<file path="config.mk">
export PLATFORM = sky130hd
export DESIGN_NAME = alu_arbiter_flat
export DESIGN_NICKNAME = d
export VERILOG_FILES = /design/src/rtl/alu_arbiter_if.sv /design/src/rtl/alu_arbiter.sv /design/src/flat_wrapper.sv
export SDC_FILE = /design/constraint.sdc
export NUM_CORES = 1
export LEC_CHECK = 0
export BUFFER_PORTS_ARGS = -buffer_cell sky130_fd_sc_hd__buf_2
export CAP_MARGIN = 40
export CORE_MARGIN = 2
export CORE_UTILIZATION = 46
export DETAILED_ROUTE_END_ITERATION = 7
export GPL_ROUTABILITY_DRIVEN = 0
export PLACE_DENSITY = 0.86
export SKIP_LAST_GASP = 1
export SYNTH_ARGS = -nofsm -noshare
export SYNTH_HDL_FRONTEND = slang
export SYNTH_SLANG_ARGS = --single-unit
</file>
<file path="constraint.sdc">
create_clock -name clk -period 1.85 [get_ports clk]
set_input_delay 0.2775 -clock clk [delete_from_list [all_inputs] [get_ports clk]]
set_output_delay 0.2775 -clock clk [all_outputs]
set_load 0.02 [all_outputs]
</file>
<file path="src/rtl/alu_arbiter_if.sv">
// Bundle of the two requester ports, the ALU drive/return path,
// and the response/flag outputs of alu_arbiter.
interface alu_arbiter_if;
    logic        req0_vld;
    logic        req0_rdy;
    logic [3:0]  req0_op;
    logic [15:0] req0_src0;
    logic [15:0] req0_src1;
    logic [3:0]  req0_shamt;
    logic        req1_vld;
    logic        req1_rdy;
    logic [3:0]  req1_op;
    logic [15:0] req1_src0;
    logic [15:0] req1_src1;
    logic [3:0]  req1_shamt;
    logic [3:0]  alu_op;
    logic [15:0] alu_src0;
    logic [15:0] alu_src1;
    logic [3:0]  alu_shamt;
    logic [15:0] alu_dst;
    logic        alu_ov;
    logic        alu_zr;
    logic        alu_neg;
    logic        rsp_vld;
    logic        rsp_rdy;
    logic        rsp_id;
    logic [15:0] rsp_dst;
    logic        rsp_ov;
    logic        rsp_zr;
    logic        rsp_neg;
    logic [2:0]  flags0;
    logic [2:0]  flags1;

    modport slave (
        input  req0_vld, req0_op, req0_src0, req0_src1, req0_shamt,
        input  req1_vld, req1_op, req1_src0, req1_src1, req1_shamt,
        input  alu_dst, alu_ov, alu_zr, alu_neg, rsp_rdy,
        output req0_rdy, req1_rdy,
        output alu_op, alu_src0, alu_src1, alu_shamt,
        output rsp_vld, rsp_id, rsp_dst, rsp_ov, rsp_zr, rsp_neg,
        output flags0, flags1
    );

    modport master (
        output req0_vld, req0_op, req0_src0, req0_src1, req0_shamt,
        output req1_vld, req1_op, req1_src0, req1_src1, req1_shamt,
        output alu_dst, alu_ov, alu_zr, alu_neg, rsp_rdy,
        input  req0_rdy, req1_rdy,
        input  alu_op, alu_src0, alu_src1, alu_shamt,
        input  rsp_vld, rsp_id, rsp_dst, rsp_ov, rsp_zr, rsp_neg,
        input  flags0, flags1
    );
endinterface

</file>
<file path="src/rtl/alu_arbiter.sv">
// Two-port arbiter in front of the shared 16-bit ALU, with response
// handshake and per-requester {Z,N,V} flag registers.
module alu_arbiter #(
    parameter bit RR_EN = 1'b1
) (
    input logic          clk,
    input logic          rst_n,
    alu_arbiter_if.slave bus
);
    typedef enum logic [1:0] {
        IDLE = 2'd0,
        EXEC = 2'd1,
        RESP = 2'd2
    } state_e;

    state_e      state_q, state_d;
    logic        last_q, last_d;
    logic        gnt0, gnt1, hs;
    logic [3:0]  op_q, shamt_q;
    logic [15:0] src0_q, src1_q, dst_q;
    logic        id_q, ov_q, zr_q, neg_q;
    logic [2:0]  flags0_q, flags0_d, flags1_q, flags1_d, upd;
    logic        arith, lgsh;

    // Tie goes to the port that did not win last (last_q=1 -> port 0).
    always_comb begin
        gnt0 = 1'b0;
        gnt1 = 1'b0;
        if (state_q == IDLE) begin
            unique case (1'b1)
                bus.req0_vld && !bus.req1_vld: gnt0 = 1'b1;
                bus.req1_vld && !bus.req0_vld: gnt1 = 1'b1;
                bus.req0_vld && bus.req1_vld: begin
                    gnt0 = !RR_EN || last_q;
                    gnt1 = !gnt0;
                end
                default: ;
            endcase
        end
    end

    assign hs = (state_q == RESP) && bus.rsp_rdy;

    always_comb begin
        state_d = state_q;
        last_d  = last_q;
        unique case (state_q)
            IDLE: begin
                if (gnt0 || gnt1) begin
                    state_d = EXEC;
                    last_d  = gnt1;
                end
            end
            EXEC: state_d = RESP;
            RESP: if (bus.rsp_rdy) state_d = IDLE;
            default: state_d = IDLE;
        endcase
    end

    // op_q still holds the owning op while the response is pending.
    assign arith = op_q <= 4'd2;
    assign lgsh  = op_q[3:2] == 2'b01;
    assign upd   = arith ? {zr_q, neg_q, ov_q} : {zr_q, 2'b00};

    always_comb begin
        flags0_d = flags0_q;
        flags1_d = flags1_q;
        if (hs && (arith || lgsh)) begin
            if (id_q) flags1_d = upd;
            else      flags0_d = upd;
        end
    end

    always_ff @(posedge clk or negedge rst_n) begin
        if (!rst_n) begin
            state_q  <= IDLE;
            last_q   <= 1'b1;
            flags0_q <= 3'b000;
            flags1_q <= 3'b000;
        end else begin
            state_q  <= state_d;
            last_q   <= last_d;
            flags0_q <= flags0_d;
            flags1_q <= flags1_d;
        end
    end

    always_ff @(posedge clk or negedge rst_n) begin
        if (!rst_n) begin
            op_q    <= 4'd0;
            src0_q  <= 16'd0;
            src1_q  <= 16'd0;
            shamt_q <= 4'd0;
            id_q    <= 1'b0;
            dst_q   <= 16'd0;
            ov_q    <= 1'b0;
            zr_q    <= 1'b0;
            neg_q   <= 1'b0;
        end else begin
            if (gnt0 || gnt1) begin
                op_q    <= gnt1 ? bus.req1_op    : bus.req0_op;
                src0_q  <= gnt1 ? bus.req1_src0  : bus.req0_src0;
                src1_q  <= gnt1 ? bus.req1_src1  : bus.req0_src1;
                shamt_q <= gnt1 ? bus.req1_shamt : bus.req0_shamt;
                id_q    <= gnt1;
            end
            if (state_q == EXEC) begin
                dst_q <= bus.alu_dst;
                ov_q  <= bus.alu_ov;
                zr_q  <= bus.alu_zr;
                neg_q <= bus.alu_neg;
            end
        end
    end

    assign bus.req0_rdy  = gnt0;
    assign bus.req1_rdy  = gnt1;
    assign bus.alu_op    = op_q;
    assign bus.alu_src0  = src0_q;
    assign bus.alu_src1  = src1_q;
    assign bus.alu_shamt = shamt_q;
    assign bus.rsp_vld   = state_q == RESP;
    assign bus.rsp_id    = id_q;
    assign bus.rsp_dst   = dst_q;
    assign bus.rsp_ov    = ov_q;
    assign bus.rsp_zr    = zr_q;
    assign bus.rsp_neg   = neg_q;
    assign bus.flags0    = flags0_q;
    assign bus.flags1    = flags1_q;
endmodule
</file>
<file path="src/flat_wrapper.sv">
// flat-port wrapper written by rule: the top's interface ports become plain ports
module alu_arbiter_flat 
#(
    parameter bit RR_EN = 1'b1
)
  (clk, rst_n, bus_req0_vld, bus_req0_op, bus_req0_src0, bus_req0_src1, bus_req0_shamt, bus_req1_vld, bus_req1_op, bus_req1_src0, bus_req1_src1, bus_req1_shamt, bus_alu_dst, bus_alu_ov, bus_alu_zr, bus_alu_neg, bus_rsp_rdy, bus_req0_rdy, bus_req1_rdy, bus_alu_op, bus_alu_src0, bus_alu_src1, bus_alu_shamt, bus_rsp_vld, bus_rsp_id, bus_rsp_dst, bus_rsp_ov, bus_rsp_zr, bus_rsp_neg, bus_flags0, bus_flags1);
  alu_arbiter_if bus_i ();
  input logic clk;
  input logic rst_n;
  input wire logic [$bits(bus_i.req0_vld)-1:0] bus_req0_vld;
  input wire logic [$bits(bus_i.req0_op)-1:0] bus_req0_op;
  input wire logic [$bits(bus_i.req0_src0)-1:0] bus_req0_src0;
  input wire logic [$bits(bus_i.req0_src1)-1:0] bus_req0_src1;
  input wire logic [$bits(bus_i.req0_shamt)-1:0] bus_req0_shamt;
  input wire logic [$bits(bus_i.req1_vld)-1:0] bus_req1_vld;
  input wire logic [$bits(bus_i.req1_op)-1:0] bus_req1_op;
  input wire logic [$bits(bus_i.req1_src0)-1:0] bus_req1_src0;
  input wire logic [$bits(bus_i.req1_src1)-1:0] bus_req1_src1;
  input wire logic [$bits(bus_i.req1_shamt)-1:0] bus_req1_shamt;
  input wire logic [$bits(bus_i.alu_dst)-1:0] bus_alu_dst;
  input wire logic [$bits(bus_i.alu_ov)-1:0] bus_alu_ov;
  input wire logic [$bits(bus_i.alu_zr)-1:0] bus_alu_zr;
  input wire logic [$bits(bus_i.alu_neg)-1:0] bus_alu_neg;
  input wire logic [$bits(bus_i.rsp_rdy)-1:0] bus_rsp_rdy;
  output wire logic [$bits(bus_i.req0_rdy)-1:0] bus_req0_rdy;
  output wire logic [$bits(bus_i.req1_rdy)-1:0] bus_req1_rdy;
  output wire logic [$bits(bus_i.alu_op)-1:0] bus_alu_op;
  output wire logic [$bits(bus_i.alu_src0)-1:0] bus_alu_src0;
  output wire logic [$bits(bus_i.alu_src1)-1:0] bus_alu_src1;
  output wire logic [$bits(bus_i.alu_shamt)-1:0] bus_alu_shamt;
  output wire logic [$bits(bus_i.rsp_vld)-1:0] bus_rsp_vld;
  output wire logic [$bits(bus_i.rsp_id)-1:0] bus_rsp_id;
  output wire logic [$bits(bus_i.rsp_dst)-1:0] bus_rsp_dst;
  output wire logic [$bits(bus_i.rsp_ov)-1:0] bus_rsp_ov;
  output wire logic [$bits(bus_i.rsp_zr)-1:0] bus_rsp_zr;
  output wire logic [$bits(bus_i.rsp_neg)-1:0] bus_rsp_neg;
  output wire logic [$bits(bus_i.flags0)-1:0] bus_flags0;
  output wire logic [$bits(bus_i.flags1)-1:0] bus_flags1;
  assign bus_i.req0_vld = bus_req0_vld;
  assign bus_i.req0_op = bus_req0_op;
  assign bus_i.req0_src0 = bus_req0_src0;
  assign bus_i.req0_src1 = bus_req0_src1;
  assign bus_i.req0_shamt = bus_req0_shamt;
  assign bus_i.req1_vld = bus_req1_vld;
  assign bus_i.req1_op = bus_req1_op;
  assign bus_i.req1_src0 = bus_req1_src0;
  assign bus_i.req1_src1 = bus_req1_src1;
  assign bus_i.req1_shamt = bus_req1_shamt;
  assign bus_i.alu_dst = bus_alu_dst;
  assign bus_i.alu_ov = bus_alu_ov;
  assign bus_i.alu_zr = bus_alu_zr;
  assign bus_i.alu_neg = bus_alu_neg;
  assign bus_i.rsp_rdy = bus_rsp_rdy;
  assign bus_req0_rdy = bus_i.req0_rdy;
  assign bus_req1_rdy = bus_i.req1_rdy;
  assign bus_alu_op = bus_i.alu_op;
  assign bus_alu_src0 = bus_i.alu_src0;
  assign bus_alu_src1 = bus_i.alu_src1;
  assign bus_alu_shamt = bus_i.alu_shamt;
  assign bus_rsp_vld = bus_i.rsp_vld;
  assign bus_rsp_id = bus_i.rsp_id;
  assign bus_rsp_dst = bus_i.rsp_dst;
  assign bus_rsp_ov = bus_i.rsp_ov;
  assign bus_rsp_zr = bus_i.rsp_zr;
  assign bus_rsp_neg = bus_i.rsp_neg;
  assign bus_flags0 = bus_i.flags0;
  assign bus_flags1 = bus_i.flags1;
  alu_arbiter #(.RR_EN(RR_EN)) u_core (.clk(clk), .rst_n(rst_n), .bus(bus_i));
endmodule
</file>
* Word level (Yosys, flattened, before mapping)
Index checks and enable logic that the tools add are counted.
** Word-level totals
- Register bits after elaboration :: 69
- Input port bits :: 104
- Output and inout bits :: 69
** Operators by class
- $lt $le $gt $ge :: 1
- Eq/ne operators :: 5
- Muxes and demuxes :: 12
- Bitwise gates (word level) :: 1
- Reduce and logical (&&, ||, !) cells :: 15
** Operator list (number)
- 16-bit 2-to-1 mux :: 2
- 4-bit 2-to-1 mux :: 2
- 2-bit AND reduction :: 4
- 2-bit 2-to-1 mux :: 3
- 2-bit case mux with 3 select lines :: 1
- 1-bit logical AND :: 5
- 2-bit by 1-bit equality test with 1-bit output, second input constant :: 2
- 4-bit by 2-bit less-or-equal comparator with 1-bit output, second input constant :: 1
- 2-bit != test, second input constant :: 2
- 1-bit case mux with 2 select lines :: 2
- 1-bit logical NOT :: 3
- 2-bit equality test, second input constant :: 1
- 2-bit logical NOT :: 1
- 1-bit logical OR :: 2
- 1-bit 2-to-1 mux :: 2
- 1-bit NOT :: 1

* Logic depth before layout (Yosys ltp)
- Word-level depth :: 7
- Gate-level depth with buffers :: 5
- Mapped depth without buffers :: 3

* Worst setup path before layout
No wires, ideal clock.
- Kind :: register -> register
- Start point :: register u_core.op_q[3], in the netlist u_core.bus.alu_op[3]
- End point :: register u_core.flags0_q[0], in the netlist u_core.bus.flags0[0]
- Library setup time :: 125 ps
- Arrival time :: 1313 ps
- Slack :: 412 ps
- Cell stages (with the launch flop) :: 4
- Clock period less this slack :: 1438 ps
- Cells stage by stage :: dfrtp_1 > and4bb_4 > o211a_4 > mux2_4
** Between the ends
- Word-level cells in the longest chain between the ends :: 4
** Ends and longest elaborated chain
- start, declared :: line alu_arbiter.sv:19 : logic [3:0] op_q, shamt_q;
- start signal, assigned :: line alu_arbiter.sv:101 : op_q <= gnt1 ? bus.req1_op : bus.req0_op;
- 4-bit by 2-bit less-or-equal comparator with 1-bit output or 2-bit by 1-bit equality test with 1-bit output (tied branches) :: line alu_arbiter.sv:61, alu_arbiter.sv:62
- 1-bit logical OR :: line alu_arbiter.sv:68 : if (hs && (arith || lgsh)) begin
- 1-bit logical AND :: line alu_arbiter.sv:68
- 2-bit AND reduction (no line)
- end signal, assigned :: line alu_arbiter.sv:83 : flags0_q <= flags0_d;
- end, declared :: line alu_arbiter.sv:22 : logic [2:0] flags0_q, flags0_d, flags1_q, flags1_d, upd;
Parallel ways exist; a longest one is shown, timed or not.
A chain may end at the register's enable or synchronous reset.

* Worst setup path after layout
- Start point :: register u_core.last_q
- End point :: output port bus_req1_rdy
** Between the ends
- Word-level cells in the longest chain between the ends :: 3
** Ends and longest elaborated chain
- start, declared :: line alu_arbiter.sv:17 : logic last_q, last_d;
- start signal, assigned :: line alu_arbiter.sv:82 : last_q <= last_d;
- 1-bit logical NOT :: line alu_arbiter.sv:35 : gnt1 = !gnt0;
- 1-bit case mux with 2 select lines :: line alu_arbiter.sv:30 : unique case (1'b1)
- 1-bit 2-to-1 mux :: line alu_arbiter.sv:29 : if (state_q == IDLE) begin
- end, declared :: line flat_wrapper.sv:26 : output wire logic [$bits(bus_i.req1_rdy)-1:0] bus_req1_rdy;
No other way between the ends.

==> run summary <==
Filler cells = 591
Clk sinks = 69
Initial Utilization = 47.6%
Max clock buf depth = 2
Status = finished, final reports clean
Largest area contributor in the synthesized netlist = dfrtp_1
HP Start = bus_alu_dst[6]
Count leader, synth = dfrtp_1
Yosys synthesis warning count = 0
DP HPWL = 6.84 mm
Clk_skew = 0.0101 ns
Clk Latency, worst-skew pair = 0.34 ns
Die W = 90.7 um
Met2 Use GR = 40.3%
Synthesized area = 3450 sq um
Tot GR Track Use = 24.4%
Vias per std cell = 5.71
Worst hold path type = primary input to flop
Primary FF master, synth = dfrtp_1
Starting DRT DRC Count = 150
GRT overflow = 0
Actual slew at the worst max-slew pin = 0.439 ns
CTS clk-pin slew, worst paths = 0.07 ns
Routing usage on met3 = 4.92%
EDFF count, synth = 0
Detailed Routing Iterations Pass 1 = 5
Flop-to-flop setup slack = 0.33 ns
Crit path to = bus_req1_rdy
Core area = 7250 sq um
Setup_tns = 0 ns
Final wirelength = 9.96 mm
GR peak layer = met2
Largest net degree at the start of global routing = 70
Max-cap violations = 0
N_diodes = 0
Die Y-Extent = 90.7 um
Post-CTS Setup Bufs = 0
First-pass GRT wire length = 16.2 mm
Area of the die = 8220 sq um
Pre-CTS setup slack = 0.384 ns
Final hold viol count = 0
CP Capture Type = primary output
Netlist cell types = 27
Routed Antenna Nets = 0
Synth-to-Final Area Change = 35.1%
Top cells by instance count after synthesis = 68 x dfrtp_1, 41 x o21ai_0, 40 x and3_1, 40 x nand3b_1, 40 x o2111ai_1
R2r endpoint = u_core.bus.alu_src0[3]
Startpoint Class = flop
PD cells = 1750 nW/um^2
Syn Inst Count = 313
Wire per inst = 17.2 um
IO Pins = 173
Post-Layout Inst Area = 4670 sq um
Placed cell area = 4420 sq um
Async SR Flop Fraction = 100%
Post-route minimum period = 1.73 ns
Syn Nets = 417
Layout cells sized above 1 = 48.6%
Worst IR Drop VDD = 557 uV
Setup violations, final = 0
WHS = 0.169 ns
Max Fclk = 577 MHz
Grt met1 use = 32.0%
DRC = 0
Worst r2r src = u_core.state_q[1]
Placement row count = 31
RSZ-0062 raised after global routing = no
Sequential cell area fraction in the yosys report = 50.0%
WP data arrival = 1.45 ns
Post-synth top area share = 49.3%
Crit Path Category = flop to primary output
Reg2reg path depth = 4
Final setup margin = 0.118 ns
Critical path peak fanout = 15
Vias in the first global route = 3234
TritonCTS Buffers = 9
Root Driver = clkbuf_8
Fin util = 64.3%
Initial antenna violation count = 0
Worst setup path startpoint = u_core.last_q
Final count of pins violating max slew = 0
Final worst-path cycle share = 93.6%
H-tree depth = 3
#FFs+latches synth = 69
Rel. slew slack = 70.8%
LEAKAGE = 2.39 nW
Req. time, crit path = 1.57 ns
Via count = 3310
Top cells by area, synth = dfrtp_1 49%, o2111ai_1 10%, nand3b_1 8.7%
PortBufs = 172
Nets = 580
Syn avg cell area = 11.0 sq um
TritonCTS clock tree = built
==> critical path: stages, from the launching register on <==
cell and delay (ns):
dfstp_2 0.55, nand2_1 0.07, buf_4 0.18, and2_1 0.15, buf_2 0.16
==> power breakdown <==
group	internal, mW	switching, mW	leakage (nW)
Combinational	1.54	2.49	1.43
Clock	0.835	0.579	0.120
Sequential	2.27	0.468	0.840
==> state kept, by name (all words and copies together) (netlist names) <==
name	flops
u_core.state_q	2
u_core.bus.rsp_dst	16
u_core.bus.rsp_ov	1
u_core.bus.alu_src0	16
u_core.bus.flags1	3
u_core.bus.flags0	3
u_core.bus.alu_shamt	4
u_core.last_q	1
u_core.bus.alu_op	4
u_core.bus.rsp_neg	1
u_core.bus.rsp_id	1
u_core.bus.alu_src1	16
u_core.bus.rsp_zr	1
==> worst min-delay path by stage <==
stage	cells after the start	end
after CTS	2	u_core.bus.rsp_dst[6]
after floorplan	0	u_core.bus.alu_op[0]
after global routing	2	u_core.bus.rsp_dst[1]
after detailed placement	2	u_core.bus.rsp_ov
after global placement	2	u_core.bus.rsp_dst[3]
final	2	u_core.bus.rsp_dst[6]
==> routing by layer <==
| metal | routed length, um | vias up |
|---|---|---|
| li1 | - | 1523 |
| met4 | 134 | 0 |
| met2 | 4920 | 175 |
| met3 | 752 | 14 |
| met5 | 0 | - |
| met1 | 4150 | 1598 |
==> area by class of cell <==
cell class	count	area, sq um	share of cell area (%)
Sequential cell	69	1730	37.0
Multi-Input combinational cell	205	1570	33.7
Timing Repair Buffer	188	996	21.3
Clock buffer	11	151	3.24
Tap cell	99	124	2.65
Clock inverter	5	82.6	1.77
Inverter	3	11.3	0.241
==> what timing repair did <==
item / 4_1_cts / 5_1_grt
endpoints found under the setup margin: 0 / 0
hold buffers: 1 / 0
resized for setup: 0 / 0
hold endpoints to repair: 68 / 0
==> cells by family (layout without fill, tap and decap cells) <==
family,Yosys count,after routing,synth area share (%)
simple gates,93,93,18.6
flops,69,69,50.0
buf+inv,39,207,4.71
compound gates,87,87,18.2
mux,25,25,8.48
==> metrics by stage <==
stage,instances,power [mW]
final,580,8.18
after floorplan,313,5.36
after CTS,580,8.22
after global placement,563,6.63
after global routing,580,8.71
after detailed placement,563,6.79
==> layout by cell type, fill, tap and decap left out, drive strengths merged, types with 2 or more instances in the layout <==
master / count
buf: 187
nor2: 3
clkinv: 3
bufinv: 2
clkbuf: 11
and2: 3
dfrtp: 68
o2111ai: 40
inv: 3
o211a: 2
and3: 40
nand2: 2
nand3b: 40
mux2: 25
o21ai: 41
Power figures use the tool's default switching activity.
